File: src/rtl/imem_loader_if.sv
// Byte-stream receive channel and instruction-memory write port of the loader.
// The master side drives the stream; the slave side is the loader itself.
interface imem_loader_if;
  logic [7:0]  rx_data;
  logic        rx_valid;
  logic        rx_ready;
  logic        imem_we;
  logic [31:0] imem_addr;
  logic [31:0] imem_wdata;

  modport master (
    output rx_data, rx_valid,
    input  rx_ready, imem_we, imem_addr, imem_wdata
  );

  modport slave (
    input  rx_data, rx_valid,
    output rx_ready, imem_we, imem_addr, imem_wdata
  );
endinterface

File: src/rtl/imem_loader.sv
// Instruction-memory loader: takes a 16-bit word count followed by big-endian words
// from a byte stream, writes them to consecutive word addresses and holds the CPU until done.
module imem_loader #(
  parameter logic [31:0] BASE_ADDR = 32'd0,
  parameter int          MAX_WORDS = 256
) (
  input  logic              clk,
  input  logic              rst_n,
  input  logic              start,
  imem_loader_if.slave      bus,
  output logic              cpu_hold,
  output logic              load_done,
  output logic              load_err,
  output logic [15:0]       words_written
);

  typedef enum logic [2:0] {IDLE, LEN_HI, LEN_LO, DATA, WRITE, DONE, ERR} state_t;

  localparam logic [16:0] MAX_LEN = 17'(MAX_WORDS);

  state_t      state_reg, state_next;
  logic [15:0] length_reg, length_next;
  logic [1:0]  byte_cnt_reg, byte_cnt_next;
  logic [23:0] shift_reg, shift_next;
  logic        rx_ready_reg, rx_ready_next;
  logic        we_reg, we_next;
  logic [31:0] addr_reg, addr_next;
  logic [31:0] wdata_reg, wdata_next;
  logic        hold_reg, hold_next;
  logic        done_reg, done_next;
  logic        err_reg, err_next;
  logic [15:0] words_reg, words_next;
  logic        accept;
  logic [15:0] words_inc;

  assign accept    = bus.rx_valid && rx_ready_reg;
  assign words_inc = words_reg + 16'd1;

  always_ff @(posedge clk or negedge rst_n) begin
    if (!rst_n) begin
      state_reg    <= IDLE;
      length_reg   <= 16'd0;
      byte_cnt_reg <= 2'd0;
      shift_reg    <= 24'd0;
      rx_ready_reg <= 1'b0;
      we_reg       <= 1'b0;
      addr_reg     <= BASE_ADDR;
      wdata_reg    <= 32'd0;
      hold_reg     <= 1'b1;
      done_reg     <= 1'b0;
      err_reg      <= 1'b0;
      words_reg    <= 16'd0;
    end else begin
      state_reg    <= state_next;
      length_reg   <= length_next;
      byte_cnt_reg <= byte_cnt_next;
      shift_reg    <= shift_next;
      rx_ready_reg <= rx_ready_next;
      we_reg       <= we_next;
      addr_reg     <= addr_next;
      wdata_reg    <= wdata_next;
      hold_reg     <= hold_next;
      done_reg     <= done_next;
      err_reg      <= err_next;
      words_reg    <= words_next;
    end
  end

  always_comb begin
    state_next    = state_reg;
    length_next   = length_reg;
    byte_cnt_next = byte_cnt_reg;
    shift_next    = shift_reg;
    we_next       = 1'b0;
    addr_next     = addr_reg;
    wdata_next    = wdata_reg;
    hold_next     = hold_reg;
    done_next     = done_reg;
    err_next      = err_reg;
    words_next    = words_reg;

    case (state_reg)
      IDLE, DONE, ERR: begin
        if (start) begin
          state_next    = LEN_HI;
          done_next     = 1'b0;
          err_next      = 1'b0;
          words_next    = 16'd0;
          byte_cnt_next = 2'd0;
          hold_next     = 1'b1;
        end
      end
      LEN_HI: begin
        if (accept) begin
          length_next = {bus.rx_data, length_reg[7:0]};
          state_next  = LEN_LO;
        end
      end
      LEN_LO: begin
        if (accept) begin
          length_next = {length_reg[15:8], bus.rx_data};
          if (length_next == 16'd0) begin
            state_next = DONE;
            done_next  = 1'b1;
            hold_next  = 1'b0;
          end else if ({1'b0, length_next} > MAX_LEN) begin
            state_next = ERR;
            err_next   = 1'b1;
          end else begin
            state_next = DATA;
          end
        end
      end
      DATA: begin
        if (accept) begin
          shift_next    = {shift_reg[15:0], bus.rx_data};
          byte_cnt_next = byte_cnt_reg + 2'd1;
          // The 4th byte goes straight into the write register so WRITE follows immediately.
          if (byte_cnt_reg == 2'd3) begin
            state_next = WRITE;
            we_next    = 1'b1;
            addr_next  = BASE_ADDR + {16'd0, words_reg};
            wdata_next = {shift_reg, bus.rx_data};
          end
        end
      end
      WRITE: begin
        words_next = words_inc;
        if (words_inc == length_reg) begin
          state_next = DONE;
          done_next  = 1'b1;
          hold_next  = 1'b0;
        end else begin
          state_next = DATA;
        end
      end
      default: state_next = IDLE;
    endcase

    rx_ready_next = (state_next == LEN_HI) || (state_next == LEN_LO) || (state_next == DATA);
  end

  assign bus.rx_ready   = rx_ready_reg;
  assign bus.imem_we    = we_reg;
  assign bus.imem_addr  = addr_reg;
  assign bus.imem_wdata = wdata_reg;
  assign cpu_hold       = hold_reg;
  assign load_done      = done_reg;
  assign load_err       = err_reg;
  assign words_written  = words_reg;

endmodule

File: src/flat_wrapper.sv
// flat-port wrapper written by rule: the top's interface ports become plain ports
module imem_loader_flat 
#(
  parameter logic [31:0] BASE_ADDR = 32'd0,
  parameter int          MAX_WORDS = 256
)
  (clk, rst_n, start, cpu_hold, load_done, load_err, words_written, bus_rx_data, bus_rx_valid, bus_rx_ready, bus_imem_we, bus_imem_addr, bus_imem_wdata);
  imem_loader_if bus_i ();
  input  logic clk;
  input  logic rst_n;
  input  logic start;
  output logic cpu_hold;
  output logic load_done;
  output logic load_err;
  output logic [15:0] words_written;
  input wire logic [$bits(bus_i.rx_data)-1:0] bus_rx_data;
  input wire logic [$bits(bus_i.rx_valid)-1:0] bus_rx_valid;
  output wire logic [$bits(bus_i.rx_ready)-1:0] bus_rx_ready;
  output wire logic [$bits(bus_i.imem_we)-1:0] bus_imem_we;
  output wire logic [$bits(bus_i.imem_addr)-1:0] bus_imem_addr;
  output wire logic [$bits(bus_i.imem_wdata)-1:0] bus_imem_wdata;
  assign bus_i.rx_data = bus_rx_data;
  assign bus_i.rx_valid = bus_rx_valid;
  assign bus_rx_ready = bus_i.rx_ready;
  assign bus_imem_we = bus_i.imem_we;
  assign bus_imem_addr = bus_i.imem_addr;
  assign bus_imem_wdata = bus_i.imem_wdata;
  imem_loader #(.BASE_ADDR(BASE_ADDR), .MAX_WORDS(MAX_WORDS)) u_core (.clk(clk), .rst_n(rst_n), .start(start), .bus(bus_i), .cpu_hold(cpu_hold), .load_done(load_done), .load_err(load_err), .words_written(words_written));
endmodule
File: config.mk
export PLATFORM = sky130hd
export DESIGN_NAME = imem_loader_flat
export DESIGN_NICKNAME = d
export VERILOG_FILES = /design/src/rtl/imem_loader_if.sv /design/src/rtl/imem_loader.sv /design/src/flat_wrapper.sv
export SDC_FILE = /design/constraint.sdc
export NUM_CORES = 1
export LEC_CHECK = 0
export ABC_AREA = 1
export BUFFER_PORTS_ARGS = -buffer_cell sky130_fd_sc_hd__buf_2
export CAP_MARGIN = 10
export CORE_ASPECT_RATIO = 0.75
export CORE_MARGIN = 4
export CORE_UTILIZATION = 35
export DETAILED_ROUTE_END_ITERATION = 16
export PLACE_DENSITY = 0.54
export SYNTH_ARGS = -nofsm -noshare
export SYNTH_HDL_FRONTEND = slang
export SYNTH_SLANG_ARGS = --single-unit
File: constraint.sdc
create_clock -name clk -period 2.7 [get_ports clk]
set_clock_uncertainty 0.15 [all_clocks]
set_input_delay 0.135 -clock clk [delete_from_list [all_inputs] [get_ports clk]]
set_output_delay 0.135 -clock clk [all_outputs]
set_load 0.05 [all_outputs]
* After elaboration in Yosys (flattened, before gate mapping)
Index checks and enable logic that the tools add are counted.
** Word-level totals
- Memories :: 0
- Output and inout bits :: 85
- Logic and storage cells :: 88
- Bits in read-only memories :: 0
- Flip-flop bits (word level) :: 114
- RAM bits :: 0
- Latch bits :: 0
- Input bits :: 12
** Operators by class
- $add $sub $neg :: 2
- Multiplexer cells :: 34
- Div/mod/pow operators :: 0
- Bitwise operators :: 2
- Reduce and logical (&&, ||, !) cells :: 18
- Shifts and indexed selects :: 0
- $mul :: 0
- $lt $le $gt $ge :: 1
- Equal/unequal tests :: 18
** Operators by type and width (count)
- $pmux W16 S2 :: 2
- $mux W16 :: 2
- $mux W3 :: 8
- $add A16 B1 Y16 const B :: 1
- $eq A16 B16 Y1 :: 1
- $gt A16 B9 Y1 const B :: 1
- $logic_not A16 Y1 :: 1
- $pmux W3 S5 :: 1
- $mux W1 :: 14
- $eq A3 B2 Y1 const B :: 4
- $reduce_and A3 Y1 :: 4
- $ne A2 B1 Y1 const B :: 5
- $reduce_and A5 Y1 :: 2
- $eq A3 B3 Y1 const B :: 3
- $mux W8 :: 1
- $eq A3 B1 Y1 const B :: 2
- $pmux W1 S3 :: 2
- $reduce_bool A2 Y1 :: 3
- $mux W2 :: 2
- $ne A2 B2 Y1 const B :: 2
- $pmux W2 S2 :: 1
- $reduce_and A2 Y1 :: 2
- $logic_not A3 Y1 :: 1
- $reduce_bool A3 Y1 :: 1
- 7 further kinds :: 9

* Depth between registers and ports, before layout
Gate-level depths: netlist of run 1.
- Word-level depth :: 8
- Depth in mapped cells :: 16
- Depth with buffers taken out :: 16

* Worst setup path after synthesis of run 1
No wires, ideal clock.
- Path kind :: flip-flop to flip-flop
- From :: register u_core.words_reg[0] (netlist: u_core.words_written[0])
- To :: register u_core.done_reg (netlist: u_core.load_done)
- Setup slack :: 0.369 ns
- Arrival time :: 2.062 ns
- Period minus slack after synthesis :: 2.331 ns
- Path buffers :: 0
- Required time :: 2.431 ns
- Cell stages (with the launch flop) :: 15
- Library setup time :: 0.119 ns
- Cell sequence :: dfrtp_1 -> ha_1 -> nand2_1 -> nor2_4 -> nand4_1 -> nand2_1 -> nand2_1 -> nand2_1 -> nand2_1 -> nor2_1 -> nand3_1 -> nand2_2 -> nand2_2 -> nand2_1 -> nand2_1
** Between the ends
- Longest elaborated chain between the ends :: 4
** RTL lines
- start, declared :: line imem_loader.sv:32 : logic [15:0] words_reg, words_next;
- start signal, assigned :: line imem_loader.sv:65 : words_reg <= words_next;
- $add A16 B1 Y16 :: line imem_loader.sv:37 : assign words_inc = words_reg + 16'd1;
- $eq A16 B16 Y1 :: line imem_loader.sv:129 : if (words_inc == length_reg) begin
- $ne A2 B1 Y1 (no line)
- $reduce_and A5 Y1 (no line)
- end signal, assigned :: line imem_loader.sv:63 : done_reg <= done_next;
- end, declared :: line imem_loader.sv:30 : logic done_reg, done_next;
No other way between the ends.
A chain may end at the register's enable or synchronous reset.

* Worst setup path in the final report of run 1
Ends and elaborated chain as after synthesis.

==> results of run 1 <==
[layout by cell type, fill, tap and decap left out, types with 3 or more instances in the layout]
cell and n:
o21ai_0 90, buf_2 79, bufinv_16 5, dfrtp_1 113
inv_1 74, o21ai_1 5, clkinvlp_4 3, nand3_1 51
nand2_1 207, conb_1 16, nor2_1 27, clkbuf_16 17
dlygate4sd3_1 9, a21oi_1 3, nor2_2 4, nand2_2 6
o22ai_1 9, nand3b_1 3, nand4_1 8, nor2_4 3
nor4_1 3, buf_4 9
[layout make-up]
type | instances | area, um2
fillers | 1501 | 7990
flip-flops and latches | 114 | 2850
multi-input cells | 447 | 2030
repair buffers | 99 | 593
clock buffers | 20 | 457
inverters | 77 | 289
well taps | 200 | 250
clock inverters | 10 | 183
[synth_stat cells]
cell type,instances
a21oi_1,3
a31oi_1,1
a32o_1,1
buf_2,4
buf_4,16
clkbuf_1,14
clkinv_1,1
conb_1,1
dfrtp_1,113
dfstp_2,1
ha_1,2
inv_1,74
inv_2,2
nand2_1,207
nand2_2,6
nand3_1,51
nand3_2,1
nand3b_1,3
nand4_1,8
nor2_1,27
nor2_2,4
nor2_4,3
nor3_1,2
nor4_1,3
o21a_1,1
o21ai_0,90
o21ai_1,5
o22ai_1,9
o31ai_1,1
or2_2,1
xnor2_1,1
xor2_1,1
[layer usage]
metal | vias to the layer above | part of all wire, % | global-route usage (%)
met5 | - | 0 | 0
met2 | 134 | 42 | 25.2
met3 | 21 | 6.7 | 5.94
li1 | 2282 | - | -
met4 | 0 | 1.4 | 5.85
met1 | 2244 | 50 | 25.1
[kinds of logic (layout without fill, tap and decap cells)]
family                     count (synthesis)  count (layout)  synth area share, %
and+or+nand+nor                          316             316                 25.4
DFF                                      114             114                 53.8
AOI/OAI and AO/OA                        111             111                 10.9
other                                      1              16               0.0707
buffers and inverters                    111             206                 9.08
adders and majority gates                  2               2                0.471
xor gates and xnor gates                   2               2                0.330
[path summary, 6_finish.rpt]
path / start / to / slack (ns) / cells after the start
setup / recovery: u_core.words_written[0] / u_core.load_done / 0.41 / 16
hold / removal: start / u_core.state_reg[2] / 0.04 / 4
setup reg to reg: u_core.words_written[0] / u_core.load_done / 0.41 / 16
hold reg to reg: u_core.cpu_hold / u_core.cpu_hold / 0.32 / 2
max in group asynchronous: rst_n / u_core.bus.imem_addr[2] / 1.66 / 3
min in group asynchronous: rst_n / u_core.bus.imem_wdata[9] / 0.05 / 2
[metrics by stage]
| stage | setup WS, ns | utilization (%) | hold slack, ns | cell area (um2) |
|---|---|---|---|---|
| floorplan | 0.369 | - | -0.311 | 5360 |
| global placement | 0.478 | 40.5 | -0.0529 | 5920 |
| detailed placement | 0.411 | 40.5 | -0.0511 | 5920 |
| CTS | 0.404 | 45.4 | 0.0140 | 6650 |
| global route | 0.0889 | 45.4 | 0.0713 | 6650 |
| finish | 0.409 | 45.4 | 0.0389 | 6650 |
[worst min-delay path: stages]
cell     delay [ns]
buf_2          0.11
o31ai_1        0.09
a21oi_1        0.15
nand2_2        0.07
[power groups by stage]
stage | clock network [mW] | logic [mW] | registers (mW)
after detailed placement | 0 | 2.71 | 2.66
after global placement | 0 | 2.66 | 2.65
after floorplan | 0 | 1.19 | 3.42
after global routing | 2.58 | 3.00 | 2.72
final | 2.45 | 2.71 | 2.64
after CTS | 2.49 | 2.73 | 2.64
==> results.md, run 1 <==
* CP cell instances: ha_1 > nand2_1 > nor2_4 > nand2_2 > nand2_1 > nand2_1 > nand2_1 > inv_1 > nor2_1 > nand2_1 > nor2_1 > nand3_1 > nand2_2 > nand2_2 > nand2_1 > nand2_1
* Area leader, netlist: dfrtp_1
* Pwr dens at 1170 mW/mm2
* Fin cells at 967
* Critical path class: reg -> reg
* Cells after Synth at 657
* Worst-path clk slew at 0.05 ns
* H-tree depth reported by CTS at 4
* Hold buffers post-CTS at 9
* Worst Setup Start Kind: flop
* Routed via count at 4681
* Average size of a mapped cell at 8.08 um2
* Mapped Area at 0.00531 mm2
* Cts repair resizes at 0
* Detailed Routing Iterations Pass 1 at 5
* Die area at 0.0172 mm2
* RSZ-0062 raised after global routing: false
* Logic gate share of total power at 34.7%
* Placed cell count at 928
* Post-detail-place hpwl at 10600 um
* Sequential power share at 33.9%
* CP max stage cell: dfrtp_1
* Req. time, crit path at 2.86 ns
* Port Buffers at 80
* Setup Buffers After CTS at 0
* Num rows at 38
* Largest cells by area after synthesis: dfrtp_1, nand2_1, o21ai_0
* Sw Ratio at 40.3%
* Final setup fails at 0
* # DRC at 0
* Clock network power share at 31.4%
* Synth top area share at 53.3%
* Starting Density at 36.2%
* Worst vdd ir at 0.463 mV
* Initial antenna violation count at 0
* Die width at 150 um
* Worst-Skew Late Latency at 0.42 ns
* Tmin final at 2.29 ns
* CP Buf/Inv Count at 1
* Final WL at 14400 um
* I/O pin count at 97
* Max-slew violation count at 0
* N_diodes at 0
* Largest net degree at the start of global routing at 71
* Max reg flops at 32
* First-pass GRT wire length at 23300 um
* Worst Hold Class: in -> reg
* Crit path DAT at 2.45 ns
* Fin crit share at 84.8%
* Gpl congestion at 0.928
* Vias in the first global route at 4517
* Leak pwr at 3.42 nW
* NumNets Final at 770
* CTS Buf Count at 17
* Max Buffers Root-to-Sink at 2
* Max-cap violation count at 0
* Pint at 4.65 mW
* Max incr delay on CP at 0.43 ns
* Most used cell, CP: nand2_1
* Synth-to-layout area growth at 25.4%
* Layout cell share with drive strength beyond 1 at 17.9%
* Fin. Hold Viols at 0
* Iteration-0 DRC Markers at 253
* FF+latch count, synth at 114
* Critical Path Fanout Max at 7
* Fmax at 0.437 GHz
* Total grt overflow at 0
* CP Capture Type: flop
* Clock Sinks at 114
* Antenna Nets Post-Route at 0
* Synth cell types at 32
* Total power at 7.80 mW
* Buffer type at the clock tree root: clkbuf_16
* Net Sw Power at 3.15 mW
* Fin Setup TNS at 0 ns
* Core Region at 0.0146 mm2
* GRT Resource Usage Total at 17.6%
* Status: finished clean
* Clock tree from TritonCTS: done
* Die Y-Extent at 115 um
* WL/cell at 14.9 um
* Vias per Instance at 4.84
* Total number of yosys warnings at 0
* Cell family with most CP delay: simple AND/OR/NAND/NOR gates
* Sequential-to-total area share from yosys stat at 53.8%
Note: power is estimated with default switching activity, not from simulation.
==> run 2, diff against run 1 <==
PLACE_DENSITY = 0.56   (was 0.54)
clock period = 1.92 ns   (was 2.7 ns; I/O delays follow)
==> results.md, run 2 (synthesis results as in run 1) <==
* Status: finished, violations left
* Violated checks: setup timing
* Iteration-0 DRC Markers at 256
* Sw Ratio at 41.1%
* Most common cell after layout, fill and taps aside: nand2_1
* Post-route worst setup slack at -0.235 ns
* Multi-input logic area at 0.00209 mm2
* Fillers at 1449
* CTS Buf Count at 17
* Worst Hold Class: in -> async
* I/O pin count at 97
* Port Buffers at 80
* Worst-path clk slew at 0.05 ns
* Core Region at 0.0146 mm2
* Starting Density at 36.2%
* Clock network power share at 29.6%
* Leak pwr at 3.73 nW
* Critical Path Fanout Max at 6
* Clock tree from TritonCTS: done
* RR Startpoint: u_core.words_written[0]
* RSZ-0062 raised after global routing: true
* H-tree depth reported by CTS at 4
* Largest net degree at the start of global routing at 53
* Hold_ws at 0.0283 ns
* R2r endpoint: u_core.state_reg[1]
* Req. time, crit path at 2.07 ns
* Antenna Nets Post-Route at 0
* Fin crit share at 112%
* CP Capture Type: flop
* Critical path class: reg -> reg
* Commonest cells after routing, fill and taps aside: nand2_1, dfrtp_1, o21ai_0
* Die area at 0.0172 mm2
* Placed cell count at 986
* CP max stage cell: dfrtp_2
* Detailed Routing Iterations Pass 1 at 6
* NumNets Final at 835
* Max reg flops at 32
* # DRC at 0
* Sequential power share at 33.3%
* N_diodes at 0
* Die Y-Extent at 115 um
* Post-detail-place hpwl at 11000 um
* Tmin final at 2.16 ns
* Vias per Instance at 4.76
* Max Buffers Root-to-Sink at 2
* Num rows at 38
* Crit path DAT at 2.31 ns
* Fin cells at 1034
* CP cell instances: ha_4 > nand2_4 > nor2_4 > buf_12 > nand3_1 > nand2_1 > nand2_1 > nand2_1 > nand2_2 > inv_1 > nand2_1 > nor2_1 > nand3_1 > nand2_2 > buf_4 > nand2_2
* Net Sw Power at 4.58 mW
* CP Buf/Inv Count at 3
* Clock Sinks at 114
* Cell family with most CP delay: simple AND/OR/NAND/NOR gates
* Die width at 150 um
* Fin. Hold Viols at 0
* WL/cell at 14.7 um
* Reg2Reg Depth at 16
* Storage cell area at 0.00287 mm2
* Max-slew violation count at 0
* Routed via count at 4927
* First-pass GRT wire length at 24200 um
* Gpl congestion at 0.941
* Worst Setup Start Kind: flop
* Final setup fails at 5
* Layout cell share with drive strength beyond 1 at 27.7%
* R2r setup slk at -0.24 ns
* Pint at 6.56 mW
* Fmax at 0.464 GHz
* GRT Resource Usage Total at 18.2%
* Pwr dens at 1540 mW/mm2
* Worst vdd ir at 0.879 mV
* Max-cap violation count at 0
* Fin Setup TNS at -0.934 ns
* Most used cell, CP: nand2_1
* Logic gate share of total power at 37.1%
* Initial antenna violation count at 0
* Worst-Skew Late Latency at 0.41 ns
* Buffer type at the clock tree root: clkbuf_16
* Total grt overflow at 0
* Final WL at 15200 um
* Vias in the first global route at 4709
* Max incr delay on CP at 0.41 ns
* Synth-to-layout area growth at 36.8%
* Total power at 11.1 mW
## run 2: layout make-up
cell class,instances,share of cell area [%]
Sequential cell,114,39.5
Clock inverter,12,2.12
Clock buffer,20,6.43
Multi-Input combinational cell,447,28.8
Timing Repair Buffer,164,15.6
Inverter,77,4.03
Tap cell,200,3.45
## run 2: repair_timing
action,4_1_cts,5_1_grt
gates resized for setup,2,11
hold endpoints to repair,145,0
setup endpoints to repair,5,16
setup buffers,3,4
hold buffers,9,0
pin swaps,4,5
## run 2: worst max path at each step
stage                                        from             endpoint  slack (ns)  cells past startpoint
after detailed placement  u_core.words_written[1]     u_core.load_done       -0.19                     15
after floorplan           u_core.words_written[0]  u_core.bus.rx_ready       -0.15                     16
final                     u_core.words_written[0]  u_core.state_reg[1]       -0.24                     16
after global placement    u_core.words_written[2]     u_core.load_done       -0.15                     13
after CTS                 u_core.words_written[0]     u_core.load_done       -0.20                     15
after global routing      u_core.words_written[0]  u_core.bus.rx_ready       -0.41                     17
## run 2: metrics by stage
| step | setup WS [ns] | cell area [um2] | util [%] |
|---|---|---|---|
| floorplan | -0.146 | 5410 | - |
| global placement | -0.146 | 6450 | 44.1 |
| detailed placement | -0.192 | 6450 | 44.1 |
| CTS | -0.204 | 7190 | 49.1 |
| global route | -0.414 | 7260 | 49.6 |
| finish | -0.235 | 7260 | 49.6 |
## run 2: power by group through the flow
stage | Combinational [mW] | Sequential [mW] | Clock [mW]
finish | 4.13 | 3.71 | 3.30
global route | 4.56 | 3.79 | 3.48
CTS | 4.08 | 3.70 | 3.36
detailed placement | 4.05 | 3.73 | 0
global placement | 4.00 | 3.71 | 0
floorplan | 1.68 | 4.82 | 0
## run 2: layer usage
metal	vias to the layer above	global-route usage, %	share of wire [%]
met5	-	0	0
met4	0	5.48	1.0
met3	16	5.50	6.3
met2	169	24.8	43
met1	2327	27.5	50
li1	2415	-	-
